==> src/rtl/rv32_pkg.sv <==
// Shared RV32 constants for the load/store path: funct3 encodings, LSU state encoding, XLEN.
package rv32_pkg;

    localparam int XLEN = 32;

    localparam logic [2:0] F3_LB  = 3'b000;
    localparam logic [2:0] F3_LH  = 3'b001;
    localparam logic [2:0] F3_LW  = 3'b010;
    localparam logic [2:0] F3_LBU = 3'b100;
    localparam logic [2:0] F3_LHU = 3'b101;
    localparam logic [2:0] F3_SB  = 3'b000;
    localparam logic [2:0] F3_SH  = 3'b001;
    localparam logic [2:0] F3_SW  = 3'b010;

    typedef enum logic [1:0] {
        ST_IDLE = 2'b00,
        ST_BUS  = 2'b01,
        ST_DONE = 2'b10,
        ST_ERR  = 2'b11
    } lsu_state_e;

endpackage

==> src/rtl/lsu_align.sv <==
// Combinational byte-lane steering for stores and lane extract/extension for loads.
module lsu_align
    import rv32_pkg::*;
(
    input  logic [2:0]      funct3,
    input  logic [1:0]      addr_lo,
    input  logic [XLEN-1:0] wdata,
    input  logic [XLEN-1:0] rdata,
    output logic [XLEN-1:0] st_data,
    output logic [3:0]      st_strb,
    output logic [XLEN-1:0] ld_data
);

    logic [7:0]  byte_sel;
    logic [15:0] half_sel;

    always_comb begin
        st_data = wdata;
        st_strb = 4'b1111;
        case (funct3[1:0])
            2'b00: begin
                st_data = {4{wdata[7:0]}};
                st_strb = 4'b0001 << addr_lo;
            end
            2'b01: begin
                st_data = {2{wdata[15:0]}};
                st_strb = addr_lo[1] ? 4'b1100 : 4'b0011;
            end
            default: ;
        endcase
    end

    always_comb begin
        byte_sel = rdata[{addr_lo, 3'b000} +: 8];
        half_sel = addr_lo[1] ? rdata[31:16] : rdata[15:0];
        case (funct3)
            F3_LB:   ld_data = {{24{byte_sel[7]}}, byte_sel};
            F3_LBU:  ld_data = {24'h0, byte_sel};
            F3_LH:   ld_data = {{16{half_sel[15]}}, half_sel};
            F3_LHU:  ld_data = {16'h0, half_sel};
            default: ld_data = rdata;
        endcase
    end

endmodule

==> src/rtl/load_store_unit.sv <==
// RV32IM load/store unit: one request at a time onto a valid/ready word bus.
// Optional bus_ready timeout enabled by defining LSU_TIMEOUT_EN.
//
//  state | meaning
//  IDLE  | ready for a request from execute
//  BUS   | bus_valid high, waiting on bus_ready
//  DONE  | one-cycle good response
//  ERR   | one-cycle error response (illegal, misaligned, timeout)
module load_store_unit
   import rv32_pkg::*;
#(
   parameter int unsigned TIMEOUT_CYC = 255
)
(
   input  logic        clk,
   input  logic        rst_n,
   input  logic        req_valid,
   output logic        req_ready,
   input  logic        mem_read,
   input  logic        mem_write,
   input  logic [2:0]  funct3,
   input  logic [31:0] addr,
   input  logic [31:0] wdata,
   input  logic [4:0]  rd,
   output logic        bus_valid,
   output logic        bus_we,
   output logic [31:0] bus_addr,
   output logic [31:0] bus_wdata,
   output logic [3:0]  bus_wstrb,
   input  logic        bus_ready,
   input  logic [31:0] bus_rdata,
   output logic        rsp_valid,
   output logic        rsp_wen,
   output logic [4:0]  rsp_rd,
   output logic [31:0] rsp_data,
   output logic        rsp_err,
   output logic        stall
);

   lsu_state_e      state_q, state_d;
   logic            load_q;
   logic [2:0]      f3_q;
   logic [XLEN-1:0] addr_q, wdata_q, rdata_q;
   logic [4:0]      rd_q;
   logic            accept, illegal, misaligned;
   logic [XLEN-1:0] st_data, ld_data;
   logic [3:0]      st_strb;

   assign accept = (state_q == ST_IDLE) && req_valid && (mem_read || mem_write);

   always_comb begin
      illegal = 1'b0;
      if (mem_read && mem_write)
         illegal = 1'b1;
      else if (mem_read)
         illegal = (funct3 == 3'b011) || (funct3[2:1] == 2'b11);
      else
         illegal = (funct3 >= 3'b011);
   end

   assign misaligned = ((funct3[1:0] == 2'b01) && addr[0]) ||
                       ((funct3[1:0] == 2'b10) && (addr[1:0] != 2'b00));

`ifdef LSU_TIMEOUT_EN
   localparam logic [7:0] TC = 8'(TIMEOUT_CYC);
   logic [7:0] cnt_q;
   logic [7:0] cnt_inc;

   assign cnt_inc = cnt_q + 8'd1;

   always_ff @(posedge clk or negedge rst_n) begin
      if (!rst_n)
         cnt_q <= 8'd0;
      else if (state_q != ST_BUS)
         cnt_q <= 8'd0;
      else if (!bus_ready)
         cnt_q <= cnt_inc;
   end
`endif

   always_ff @(posedge clk or negedge rst_n) begin
      if (!rst_n) begin
         state_q <= ST_IDLE;
         load_q  <= 1'b0;
         f3_q    <= 3'b000;
         addr_q  <= '0;
         wdata_q <= '0;
         rd_q    <= 5'd0;
         rdata_q <= '0;
      end else begin
         state_q <= state_d;
         if (accept) begin
            load_q  <= mem_read;
            f3_q    <= funct3;
            addr_q  <= addr;
            wdata_q <= wdata;
            rd_q    <= rd;
            rdata_q <= '0;
         end else if (state_q == ST_BUS && bus_ready && load_q) begin
            rdata_q <= ld_data;
         end
      end
   end

   always_comb begin
      state_d = state_q;
      case (state_q)
         ST_IDLE: if (accept) state_d = (illegal || misaligned) ? ST_ERR : ST_BUS;
         ST_BUS: begin
            if (bus_ready)
               state_d = ST_DONE;
`ifdef LSU_TIMEOUT_EN
            else if (cnt_inc == TC)
               state_d = ST_ERR;
`endif
         end
         ST_DONE: state_d = ST_IDLE;
         ST_ERR:  state_d = ST_IDLE;
         default: state_d = ST_IDLE;
      endcase
   end

   lsu_align u_align (
      .funct3  (f3_q),
      .addr_lo (addr_q[1:0]),
      .wdata   (wdata_q),
      .rdata   (bus_rdata),
      .st_data (st_data),
      .st_strb (st_strb),
      .ld_data (ld_data)
   );

   // Bus and response fields are forced to zero outside their active states.
   assign req_ready = (state_q == ST_IDLE);
   assign stall     = (state_q != ST_IDLE);
   assign bus_valid = (state_q == ST_BUS);
   assign bus_we    = bus_valid && !load_q;
   assign bus_addr  = bus_valid ? {addr_q[31:2], 2'b00} : '0;
   assign bus_wdata = (bus_valid && !load_q) ? st_data : '0;
   assign bus_wstrb = (bus_valid && !load_q) ? st_strb : 4'b0000;
   assign rsp_valid = (state_q == ST_DONE) || (state_q == ST_ERR);
   assign rsp_err   = (state_q == ST_ERR);
   assign rsp_wen   = (state_q == ST_DONE) && load_q;
   assign rsp_rd    = rsp_valid ? rd_q : 5'd0;
   assign rsp_data  = rsp_wen ? rdata_q : '0;

endmodule

==> config.mk <==
export PLATFORM = sky130hd
export DESIGN_NAME = load_store_unit
export DESIGN_NICKNAME = d
export VERILOG_FILES = /design/src/rtl/rv32_pkg.sv /design/src/rtl/lsu_align.sv /design/src/rtl/load_store_unit.sv
export SDC_FILE = /design/constraint.sdc
export NUM_CORES = 1
export LEC_CHECK = 0
export CAP_MARGIN = 20
export CORE_MARGIN = 4
export CORE_UTILIZATION = 45
export DETAILED_ROUTE_END_ITERATION = 10
export PLACE_DENSITY = 0.84
export SYNTH_ARGS = -nofsm -noshare
export SYNTH_HDL_FRONTEND = slang
export SYNTH_HIERARCHICAL = 1
export SYNTH_SLANG_ARGS = --single-unit
==> constraint.sdc <==
create_clock -name clk -period 2.5 [get_ports clk]
set_clock_uncertainty 0.15 [all_clocks]
set_input_delay 0.625 -clock clk [delete_from_list [all_inputs] [get_ports clk]]
set_output_delay 0.625 -clock clk [all_outputs]
set_load 0.05 [all_outputs]
# ---- Yosys cells after proc, flatten, opt, wreduce, memory -nomap -nowiden
# Index checks and enable logic that the tools add are counted.
dict set report totals {
  register_bits 107
  out_inout_bits 112
  in_bits 110
  wordCells 64
}
dict set report op_classes {
  eq_ne 13
  n_mux 18
  reduce_logical 23
  shifts 2
  order_cmp 1
}
# cell count
set ops {}
lappend ops {{$mux 32} 5}
lappend ops {{$pmux 32 s4} 1}
lappend ops {{$pmux 32 s2} 1}
lappend ops {{$shiftx 32x6->8} 1}
lappend ops {{$mux 16} 1}
lappend ops {{$logic_and 1x1->1} 9}
lappend ops {{$eq 2x2->1 const B} 4}
lappend ops {{$mux 4} 2}
lappend ops {{$pmux 4 s2} 1}
lappend ops {{$eq 2x1->1 const B} 3}
lappend ops {{$eq 3x3->1 const B} 2}
lappend ops {{$mux 2} 3}
lappend ops {{$pmux 2 s3} 1}
lappend ops {{$reduce_bool 2->1} 3}
lappend ops {{$logic_or 1x1->1} 5}
lappend ops {{$mux 5} 1}
lappend ops {{$logic_not 2->1} 2}
lappend ops {{$ne 2x1->1 const B} 2}
lappend ops {{$shl 1x2->4 const A} 1}
lappend ops {{$eq 3x1->1 const B} 1}
lappend ops {{$eq 3x2->1 const B} 1}
lappend ops {{$ge 3x2->1 const B} 1}
lappend ops {{$logic_not 3->1} 1}
lappend ops {{$mux 1} 2}
lappend ops {{other kinds (3)} 3}

# ---- Logic depth before layout (Yosys ltp)
dict set report depth {
  ltp_word 8
  depth_mapped 7
  depth_no_buf 5
}

# ---- By module
# The synthesis kept the hierarchy.
# module cells_each area_each_um2 instances
set modules_own_cells {}
lappend modules_own_cells {load_store_unit 430 4843.4 1}
lappend modules_own_cells {lsu_align 188 1258.7 1}

# ---- Worst setup path after synthesis
# OpenSTA, ideal clock, no wires.
dict set report synth_timing {
  path_kind {reg2out}
  startpoint {register state_q[1]}
  endpoint {output port bus_addr[22]}
  n_path_buf 1
  setup_slack_ns -0.062
  stages_incl_launch_ff 5
  arrival_ns 1.787
  path_cell_list {dfrtp_1 > nand2b_1 > inv_1 > clkbuf_1 > and2_1}
}
dict set report synth_via {
  elab_chain_cells 2
}
# item line
set synth_lines {}
lappend synth_lines {{start, declared} load_store_unit.sv:40} ;# lsu_state_e state_q, state_d;
lappend synth_lines {{start signal, assigned} load_store_unit.sv:91} ;# state_q <= state_d;
lappend synth_lines {{$eq 2x1->1} load_store_unit.sv:136} ;# assign bus_valid = (state_q == ST_BUS);
lappend synth_lines {{named net bus_valid} load_store_unit.sv:25} ;# output logic bus_valid,
lappend synth_lines {{$mux 32} load_store_unit.sv:138} ;# assign bus_addr = bus_valid ? {addr_q[31:2], 2'b00} : '0;
lappend synth_lines {{end, declared} load_store_unit.sv:27} ;# output logic [31:0] bus_addr,
# The timed path passes the listed nets, and every way through them passes these cells.

# ---- Worst setup path in the final report
dict set report layout_timing {
  startpoint {register state_q[1]}
  endpoint {output port bus_wdata[27]}
}
dict set report layout_via {
  elab_chain_cells 3
}
# item line
set layout_lines {}
lappend layout_lines {{$eq 2x1->1} load_store_unit.sv:136}
lappend layout_lines {{$logic_and 1x1->1} load_store_unit.sv:139} ;# assign bus_wdata = (bus_valid && !load_q) ? st_data : '0;
lappend layout_lines {{$mux 32} load_store_unit.sv:139}
lappend layout_lines {{end, declared} load_store_unit.sv:28} ;# output logic [31:0] bus_wdata,
# No other way between the ends.

==> impl_results.md <==
* Initial core utilization at 46.1%
* Initial DRC Count at 403
* Final antenna-violating net count at 0
* DR WL/cell at 19.8 um
* Post-synthesis area per instance at 9.87 um2
* Worst stage delay on the critical path at 0.41 ns
* Flops & latches, synth at 107
* Xor/xnor share of the synthesized area at 0%
* Initial DRT Pass Iterations at 6
* First-pass GRT wire length at 31,200 um
* Crit start category: register
* Worst-path fanout max at 10
* VDD IR max at 714 uV
* Synth cell count leaders: dfrtp_1 (107), and2_1 (105), nand2_1 (104)
* CTS buffer count at 9
* Worst R2R Start: f3_q[1]$_DFFE_PN0P_
* Max Slew Vio Count at 0
* Root buffer cell: clkbuf_16
* Largest cells by area after synthesis: dfrtp_1 (44%), mux2_2 (14%), and2_1 (11%)
* Die ar. at 15,500 um2
* Crit path arrival time at 1.70 ns
* Post-synthesis mux area share at 18.4%
* Share of layout cells above drive strength 1 at 31.1%
* Num ports at 222
* Via density at 5.47
* DP Area at 9510 um2
* Hold-fix buffers, CTS at 0
* Post-synth top area share at 43.9%
* Most frequent cell after synthesis: dfrtp_1
* Final core utilization at 75.5%
* Hold/Removal Path Class: in -> async
* Area Overhead vs Synth at 63.8%
* Final setup fails at 0
* CP Capture Point: bus_wdata[27]
* CP max-delay cell: dfrtp_1
* CP cell instances: nand2b_4, nor2_4, buf_12, buf_12, and2_1, buf_12
* Setup Crit Path Kind: reg -> out
* Skew-Pair Late Insertion Delay at 0.35 ns
* Compound-cell area share of the yosys netlist at 10.1%
* FF-to-FF setup slack at 0.43 ns
* DRC at 0
* Synth Area in Adders at 0%
* Initial antenna violation count at 0
* Final Hold Viols at 0
* Max_cap viols at 0
* H-tree depth at 3
* Die height at 124 um
* Post-Synth Simple-Gate Area at 21.6%
* Routed vias at 5,491
* Global route overflow at 0
* Cells on worst reg2reg path at 7
* Number of global-route vias before repair at 5,863
* Port Buf Inserts at 219
* Worst r2r dst: rdata_q[0]$_DFFE_PN0P_
* Fmax at 404 MHz
* Rel. slew slack at 62.2%
* Final Cell Area at 9990 um2
* Cells after Synth at 618
* Leakage Power at 4.24 nW
* GRT Total Usage at 24.7%
* Largest net degree at the start of global routing at 56
* Number of diodes at 0
* Cell mode on critical path: buf_12
* Post-Route WL at 19,800 um
* RSZ-0062 raised after global routing: true
* Worst-margin pin slew at 0.564 ns
* CP endpoint kind: output port
* Post-DP HPWL at 14,500 um
* Die X-Extent at 124 um
* Ys Warns at 6
* Main combinational cell family by area after synthesis: simple AND/OR/NAND/NOR gates
* CTS tree: built
* Syn Std Cell Area at 6100 um2
* Worst Path Required at 1.73 ns
* Maximum buffer depth of the clock tree at 2
* Asr flop ratio synth at 100%
* Synth area leader: dfrtp_1
* Dpl ws at -0.00465 ns
* Worst-path clk slew at 0.07 ns
* Fin nets at 932
* Rows at 42
* Fin crit share at 99.0%
* Core box area at 13,200 um2
* Setup slack after layout at 0.0242 ns
* Tmin final at 2.48 ns
* Post-synthesis sequential area ratio at 43.9%
* Post-synth EDFFs at 0
* Clk sinks at 107
* Main synth FF type: dfrtp_1
* Worst Setup SP: state_q[1]$_DFFE_PN0P_
* Status: finished clean
* Power per cell area at 1160 nW/um2
* RePlAce Congestion at 0.937
* Distinct cells, synth at 38
==> worst min path at each step <==
stage	startpoint	to	slack (ns)	depth (start not counted)
finish	rst_n	rdata_q[6]$_DFFE_PN0P_	0.07	1
CTS	rst_n	rdata_q[5]$_DFFE_PN0P_	0.08	1
floorplan	rst_n	addr_q[0]$_DFFE_PN0P_	0.18	0
global placement	addr_q[5]$_DFFE_PN0P_	addr_q[5]$_DFFE_PN0P_	0.33	1
global route	rst_n	rdata_q[10]$_DFFE_PN0P_	0.11	1
detailed placement	addr_q[10]$_DFFE_PN0P_	addr_q[10]$_DFFE_PN0P_	0.34	1
==> worst max-delay path, delay by kind of cell, from the launching register on <==
family,cells,cell delay (ns)
flops,1,0.41
buf+inv,3,0.42
simple gates,3,0.51
==> report_power, final <==
group / leakage (nW) / internal, mW / switching, mW
clock: 0.156 / 0.836 / 0.657
combinational: 2.77 / 3.33 / 3.56
sequential: 1.31 / 2.58 / 0.599
total: 4.24 / 6.74 / 4.82
==> metal layers <==
metal | global-route usage, % | routed length [um] | vias to the layer above
met4 | 8.70 | 615 | 0
met2 | 43.7 | 10100 | 282
met5 | 0 | 0 | -
met1 | 28.7 | 7570 | 2664
met3 | 6.86 | 1540 | 43
li1 | - | - | 2502
==> flip-flops by register name (all words and copies together) (netlist names) <==
name     count
addr_q      32
f3_q         3
load_q       1
rd_q         5
rdata_q     32
state_q      2
wdata_q     32
==> per-stage QoR <==
stage	power [mW]	hold WS (ns)	setup TNS (ns)	std cells
after global routing	12.1	0.105	-0.414	1003
final	11.6	0.0708	0	1003
after floorplan	7.11	0.179	0	619
after detailed placement	9.82	0.338	-0.00829	979
after global placement	9.55	0.332	0	979
after CTS	11.4	0.0819	-0.0348	997
==> layout make-up <==
type                       instances  area [um2]
clock buffer                      11         253
clock inverter                     5        57.6
fill                             875        3250
inverter                           5        18.8
multi-input combinational        448        3110
sequential                       107        2680
tap                              176         220
timing repair buffer             251        3650
==> cells in the final DEF (no fill, tap or decap), types with 2 or more instances in the layout <==
cell / netlist / final
dfrtp_2: 0 / 2
nand2_1: 104 / 104
mux2_2: 74 / 74
buf_4: 18 / 20
o221ai_1: 7 / 7
o21ai_1: 8 / 8
inv_1: 5 / 5
mux2_4: 2 / 2
clkinv_2: 0 / 2
conb_1: 1 / 2
and2_1: 105 / 92
nor2b_1: 20 / 20
buf_12: 0 / 115
inv_6: 0 / 2
clkbuf_16: 0 / 11
o21ai_0: 35 / 35
mux2i_1: 17 / 17
clkdlybuf4s50_1: 0 / 108
and4b_1: 2 / 2
dfrtp_1: 107 / 105
a221o_1: 7 / 7
clkbuf_8: 0 / 2
buf_6: 5 / 6
mux2_1: 8 / 8
a22oi_1: 7 / 7
o22ai_1: 17 / 17
nor2_1: 13 / 12
and2_4: 0 / 13
o21bai_1: 4 / 4
==> repair_timing <==
| action | CTS | global route |
|---|---|---|
| cloned | 0 | 3 |
| pin swaps | 0 | 1 |
| resized for setup | 5 | 18 |
| setup buffers | 2 | 3 |
| setup endpoints to repair | 98 | 66 |
==> logic make-up (layout without fill, tap and decap cells) <==
group,count (synthesis),count (layout)
other cells,1,2
mux,101,101
simple gates,253,253
compound gates,92,92
buf+inv,64,272
flops,107,107
(Power assumes the default switching activity.)
